===== config.mk =====
export PLATFORM = sky130hd
export DESIGN_NAME = seg_dynamic_bcd_flat
export DESIGN_NICKNAME = d
export VERILOG_FILES = /design/src/rtl/seg_dynamic_bcd_if.sv /design/src/rtl/seg_dynamic_bcd.sv /design/src/flat_wrapper.sv
export SDC_FILE = /design/constraint.sdc
export NUM_CORES = 1
export LEC_CHECK = 0
export ABC_CLOCK_PERIOD_IN_PS = 3300
export CAP_MARGIN = 20
export CORE_ASPECT_RATIO = 0.9
export CORE_MARGIN = 2
export CORE_UTILIZATION = 53
export DETAILED_ROUTE_END_ITERATION = 16
export PLACE_DENSITY_LB_ADDON = 0.12
export SYNTH_ARGS = -nofsm -noshare
export SYNTH_HDL_FRONTEND = slang
export SYNTH_SLANG_ARGS = --single-unit

===== constraint.sdc =====
create_clock -name sys_clk -period 3.3 [get_ports sys_clk]
set_input_delay 0.33 -clock sys_clk [delete_from_list [all_inputs] [get_ports sys_clk]]
set_output_delay 0.33 -clock sys_clk [all_outputs]
set_load 0.01 [all_outputs]

===== src/rtl/seg_dynamic_bcd_if.sv =====
// Display-side bundle between the value source and the six-digit scan driver.
interface seg_dynamic_bcd_if;
  logic [19:0] data;
  logic [5:0]  point;
  logic        sign;
  logic        seg_en;
  logic [5:0]  sel;
  logic [7:0]  seg;

  modport master (output data, point, sign, seg_en, input sel, seg);
  modport slave  (input data, point, sign, seg_en, output sel, seg);
endinterface


===== src/rtl/seg_dynamic_bcd.sv =====
// Six-digit multiplexed seven-segment driver: free-running binary-to-BCD
// converter, leading-zero blanking with sign placement, 1 ms digit scan.
module seg_dynamic_bcd #(
  parameter logic [15:0] CNT_1MS_MAX = 16'd49_999
) (
  input  logic              sys_clk,
  input  logic              sys_rst,
  seg_dynamic_bcd_if.slave  bus
);

  typedef enum logic [1:0] {IDLE, SHIFT, DONE} state_t;

  state_t      state, state_nxt;
  logic [19:0] bin;
  logic [23:0] bcd;
  logic [23:0] bcd_adj;
  logic [4:0]  bit_cnt;
  logic [5:0]  cap_point;
  logic        cap_sign;
  logic [19:0] data_clamped;

  logic [23:0] disp_bcd;
  logic [5:0]  disp_point;
  logic        disp_sign;

  logic [15:0] scan_cnt;
  logic [2:0]  idx;
  logic [2:0]  m, p, k;
  logic [3:0]  digit;
  logic [5:0]  sel_nxt;
  logic [7:0]  seg_nxt;

  function automatic logic [7:0] glyph(input logic [3:0] d);
    case (d)
      4'd0: glyph = 8'hC0;
      4'd1: glyph = 8'hF9;
      4'd2: glyph = 8'hA4;
      4'd3: glyph = 8'hB0;
      4'd4: glyph = 8'h99;
      4'd5: glyph = 8'h92;
      4'd6: glyph = 8'h82;
      4'd7: glyph = 8'hF8;
      4'd8: glyph = 8'h80;
      4'd9: glyph = 8'h90;
      default: glyph = 8'hFF;
    endcase
  endfunction

  always_comb begin
    data_clamped = (bus.data > 20'd999_999) ? 20'd999_999 : bus.data;
  end

  always_comb begin
    bcd_adj = bcd;
    for (int unsigned i = 0; i < 6; i++) begin
      if (bcd[i*4 +: 4] >= 4'd5) bcd_adj[i*4 +: 4] = bcd[i*4 +: 4] + 4'd3;
    end
  end

  always_ff @(posedge sys_clk or posedge sys_rst) begin
    if (sys_rst) state <= IDLE;
    else         state <= state_nxt;
  end

  always_comb begin
    state_nxt = state;
    case (state)
      IDLE:    state_nxt = SHIFT;
      SHIFT:   if (bit_cnt == 5'd19) state_nxt = DONE;
      DONE:    state_nxt = IDLE;
      default: state_nxt = IDLE;
    endcase
  end

  always_ff @(posedge sys_clk or posedge sys_rst) begin
    if (sys_rst) begin
      bin        <= '0;
      bcd        <= '0;
      bit_cnt    <= '0;
      cap_point  <= '0;
      cap_sign   <= 1'b0;
      disp_bcd   <= '0;
      disp_point <= '0;
      disp_sign  <= 1'b0;
    end else begin
      case (state)
        IDLE: begin
          bin       <= data_clamped;
          cap_point <= bus.point;
          cap_sign  <= bus.sign;
          bcd       <= '0;
          bit_cnt   <= '0;
        end
        SHIFT: begin
          {bcd, bin} <= {bcd_adj[22:0], bin, 1'b0};
          bit_cnt    <= bit_cnt + 5'd1;
        end
        DONE: begin
          disp_bcd   <= bcd;
          disp_point <= cap_point;
          disp_sign  <= cap_sign;
        end
        default: ;
      endcase
    end
  end

  always_ff @(posedge sys_clk or posedge sys_rst) begin
    if (sys_rst) begin
      scan_cnt <= '0;
      idx      <= '0;
    end else if (scan_cnt == CNT_1MS_MAX) begin
      scan_cnt <= '0;
      idx      <= (idx == 3'd5) ? 3'd0 : idx + 3'd1;
    end else begin
      scan_cnt <= scan_cnt + 16'd1;
    end
  end

  // k is the leftmost shown digit: highest of the top nonzero digit and top dp.
  always_comb begin
    m = '0;
    p = '0;
    for (int unsigned i = 1; i < 6; i++) begin
      if (disp_bcd[i*4 +: 4] != 4'd0) m = 3'(i);
      if (disp_point[i])               p = 3'(i);
    end
    k = (m > p) ? m : p;
  end

  always_comb begin
    digit = '0;
    for (int unsigned i = 0; i < 6; i++) begin
      if (idx == 3'(i)) digit = disp_bcd[i*4 +: 4];
    end
    sel_nxt = 6'b000001 << idx;
    seg_nxt = 8'hFF;
    if (idx == 3'd0 || idx <= k) begin
      seg_nxt = glyph(digit);
      if (disp_point[idx]) seg_nxt[7] = 1'b0;
    end else if (disp_sign && k < 3'd5 && idx == k + 3'd1) begin
      seg_nxt = 8'hBF;
    end
  end

  always_ff @(posedge sys_clk or posedge sys_rst) begin
    if (sys_rst) begin
      bus.sel <= '0;
      bus.seg <= 8'hFF;
    end else if (!bus.seg_en) begin
      bus.sel <= '0;
      bus.seg <= 8'hFF;
    end else begin
      bus.sel <= sel_nxt;
      bus.seg <= seg_nxt;
    end
  end

endmodule


===== src/flat_wrapper.sv =====
// flat-port wrapper written by rule: the top's interface ports become plain ports
module seg_dynamic_bcd_flat 
#(
  parameter logic [15:0] CNT_1MS_MAX = 16'd49_999
)
  (sys_clk, sys_rst, bus_data, bus_point, bus_sign, bus_seg_en, bus_sel, bus_seg);
  seg_dynamic_bcd_if bus_i ();
  input  logic sys_clk;
  input  logic sys_rst;
  input wire logic [$bits(bus_i.data)-1:0] bus_data;
  input wire logic [$bits(bus_i.point)-1:0] bus_point;
  input wire logic [$bits(bus_i.sign)-1:0] bus_sign;
  input wire logic [$bits(bus_i.seg_en)-1:0] bus_seg_en;
  output wire logic [$bits(bus_i.sel)-1:0] bus_sel;
  output wire logic [$bits(bus_i.seg)-1:0] bus_seg;
  assign bus_i.data = bus_data;
  assign bus_i.point = bus_point;
  assign bus_i.sign = bus_sign;
  assign bus_i.seg_en = bus_seg_en;
  assign bus_sel = bus_i.sel;
  assign bus_seg = bus_i.seg;
  seg_dynamic_bcd #(.CNT_1MS_MAX(CNT_1MS_MAX)) u_core (.sys_clk(sys_clk), .sys_rst(sys_rst), .bus(bus_i));
endmodule

==> summary.txt <==
Power
  • Psw: 1.35 mW
  • Peak VDD IR: 0.497 mV
  • Sequential power share: 0.369
  • P_int: 3.47 mW
  • Net Sw Frac: 0.281
  • Static leakage: 3.35 nW
  • Combinational Power Share: 0.273
  • Clock power share: 0.358
  • PwrDens: 628 nW/µm²

CTS
  • CTS sink count: 122
  • CTS tree: built
  • Reg clk slew, reported paths: 0.05 ns
  • Root buf cell: clkbuf_16
  • Worst skew pair latency: 0.42 ns
  • CTS Hold Bufs: 0
  • H-tree depth: 4
  • Maximum clock path buffer count: 2
  • Total CTS buffers: 17

Cells and area
  • Layout Nets: 748
  • Final Cell Area: 7680 µm²
  • Share of post-route cells with drive strength above 1: 0.176
  • Layout Utilization: 0.672
  • Area delta synth->final: 23.3%
  • # diodes: 0
  • Multi-input gate area: 3060 µm²
  • Register Area: 3060 µm²
  • Filler cells: 916

Place
  • RePlAce Congestion: 0.847
  • PortBufs: 43
  • Dpl cell area: 7020 µm²
  • HPWL after DPL: 8800 µm

Routing
  • DRT iter0 DRCs: 238
  • Vias/cell: 5.41
  • DRC: 0
  • Pre-Repair DR Iteration Count: 4
  • Wirelength per Cell: 14.6 µm
  • Post-Route WL: 12600 µm
  • Vias: 4652
  • Final antenna-violating net count: 0

Logic synthesis
  • Post-Synthesis Cells: 626
  • Seq/Total Area, Yosys: 0.492
  • Synth area leader: dfrtp_1
  • Syn Area/Cell: 9.95 µm²
  • Synth Flop Type: dfrtp_1
  • Asr flop ratio synth: 1.00
  • Number of flops mapped to enable cells by yosys: 0
  • Synth area leaders: dfrtp_1 (46%), ha_1 (5.4%), mux2_2 (4.9%)
  • Mapped cell area: 6230 µm²
  • Post-Syn Nets: 683
  • Synth warn: 0
  • Area share of the largest cell type after synthesis: 0.458
  • #FFs+latches synth: 122
  • Post-synthesis cell type count: 54

Critical path
  • Worst-path fanout max: 3
  • Worst R2R Start: u_core.disp_bcd[4]
  • Startpoint Class: flip-flop
  • Crit end category: flip-flop
  • Slowest CP cell: or4_4
  • Crit path DAT: 3.83 ns
  • Worst path required time: 3.65 ns
  • CP peak stage delay: 0.53 ns
  • Cell Chain, Critical Path: or4_4, a21bo_1, a21oi_2, ha_1, and3_4, a21oi_4, mux2_4, ha_4, xor2_2, nor3_2, nand2_4, or4_1, a21o_1
  • Crit path launch: u_core.disp_bcd[4]
  • Bufs and invs on worst path: 0
  • Critical path class: reg2reg
  • CP top delay family: simple AND/OR/NAND/NOR gates

Floorplanning
  • Die ar.: 12600 µm²
  • Chip Width: 118 µm
  • CORE AREA: 11400 µm²
  • # IOs: 44
  • Die height: 107 µm
  • Initial Util: 0.545
  • Number of cell rows: 37

STA
  • Setup violations, final: 6
  • Setup ws final: -0.184 ns
  • Final min period: 3.48 ns
  • Tightest Pin Transition: 0.910 ns
  • Relative slew margins: 0.394
  • Period utilization: 1.06
  • Final setup skew: 0.00674 ns
  • Setup repair after global routing missed its margin: true
  • Final hold violation count: 0
  • Worst hold margin: 0.443 ns
  • FMAX: 287 MHz
  • Max-slew violation count: 0

Global route
  • GR peak layer: met2
  • Largest net degree at the start of global routing: 52
  • Initial antenna violation count: 0
  • Met3 global-route usage: 0.0628
  • Met1 Usage GRT: 0.293
  • Global-route wire length before repair: 22000 µm
  • GRT Residual Overflow: 0
  • Vias in the first global route: 4679
  • Met2 GRT Util: 0.341
  • GRT Total Usage: 0.219

Outcome
  • Status: finished, violations left
  • Failing checks: setup timing

Min path
  • Worst hold path class: in2async

Run
  • Max capacitance violation total: 0
## power groups by stage
stage	logic (mW)	registers (mW)	clock network, mW
after floorplan	0.681	1.81	0
after global placement	1.06	1.79	0
after detailed placement	1.10	1.80	0
after CTS	1.15	1.78	1.76
after global routing	1.46	1.80	1.83
final	1.32	1.78	1.73
## cell type report
cell class              instances  share of cell area
flip-flops and latches        122               0.399
multi-input cells             446               0.399
repair buffers                 75              0.0906
clock buffers                  24              0.0627
well taps                     156              0.0254
inverters                      29              0.0147
clock inverters                 8             0.00896
## placed cells by master, fill, tap and decap left out, drive strengths merged, types with 5 or more instances in the layout
| cell type | synthesis | final |
|---|---|---|
| a21oi | 25 | 25 |
| a22oi | 7 | 7 |
| buf | 8 | 32 |
| clkbuf | 21 | 24 |
| clkdlybuf4s50 | 0 | 43 |
| clkinv | 0 | 7 |
| dfrtp | 114 | 114 |
| dfstp | 8 | 8 |
| ha | 27 | 27 |
| inv | 29 | 28 |
| mux2 | 28 | 28 |
| mux2i | 16 | 16 |
| nand2 | 81 | 81 |
| nand2b | 20 | 20 |
| nand3 | 9 | 9 |
| nor2 | 31 | 31 |
| nor2b | 12 | 12 |
| nor3 | 9 | 9 |
| nor3b | 8 | 8 |
| nor4 | 8 | 8 |
| o211ai | 5 | 5 |
| o21a | 5 | 5 |
| o21ai | 78 | 78 |
| o31ai | 14 | 14 |
| xnor2 | 14 | 14 |
| xor2 | 12 | 12 |
## state kept, by name, indices dropped and copies added (netlist names), 6 cells and up
signal	flops
u_core.bcd	24
u_core.disp_point	6
u_core.bus.sel	6
u_core.bin	20
u_core.disp_bcd	24
u_core.bus.seg	8
u_core.cap_point	6
u_core.scan_cnt	16
## metal layers
layer / vias to the layer above / share of wire
met4: 0 / 0.016
met5: - / 0
met2: 74 / 0.48
met1: 2264 / 0.47
li1: 2292 / -
met3: 22 / 0.037
## synth_stat cells (2+ instances only)
master      n
or4_1       2
xnor2_1    14
a22oi_1     7
clkbuf_1   21
dfrtp_1   114
buf_1       3
xor2_1     12
nor2b_1    12
mux2_2     27
nand4_1     2
a22o_1      2
o21a_1      5
nor3_1      9
nand2b_1   20
and2_1      4
nor2_1     31
inv_1      28
buf_2       5
ha_1       27
nor4_1      6
nand3_1     9
o211ai_1    5
nor4_2      2
and3_1      4
nand3b_1    4
o31ai_1    14
a21o_1      3
mux2i_1    16
nor3b_1     8
nand2_1    80
dfstp_2     8
o21ai_1    17
o21ai_0    60
a21oi_1    25
## final timing paths
path,endpoint,slack (ns),cells after the start
max,u_core.bus.seg[6],-0.18,13
min,u_core.scan_cnt[13],0.44,2
max in group asynchronous,u_core.bin[9],2.17,3
min in group sys_clk,u_core.bin[4],0.47,2
max reg2reg,u_core.bus.seg[6],-0.18,13
min reg2reg,u_core.bin[4],0.47,2
## through the flow
stage / power (mW) / worst slack (ns) / setup TNS, ns / std cells
after global routing: 5.08 / -0.288 / -1.86 / 860
after CTS: 4.69 / -0.167 / -0.622 / 857
final: 4.83 / -0.184 / -0.688 / 860
after floorplan: 2.49 / -0.00463 / -0.00463 / 626
after detailed placement: 2.91 / -0.179 / -1.00 / 824
after global placement: 2.85 / -0.0880 / -0.385 / 824
## logic make-up after synthesis
kind of cell,after synthesis,share of synthesized area
and+or+nand+nor,197,0.156
buffers and inverters,58,0.0359
AOI/OAI and AO/OA,151,0.146
muxes,45,0.0799
DFF,122,0.492
xor gates and xnor gates,26,0.0365
adders and majority gates,27,0.0542
## what timing repair did
item,4_1_cts,5_1_grt
setup buffers,1,3
pin swaps,1,7
resized for setup,5,9
setup endpoints to repair,7,8
Power figures use the tool's default switching activity.
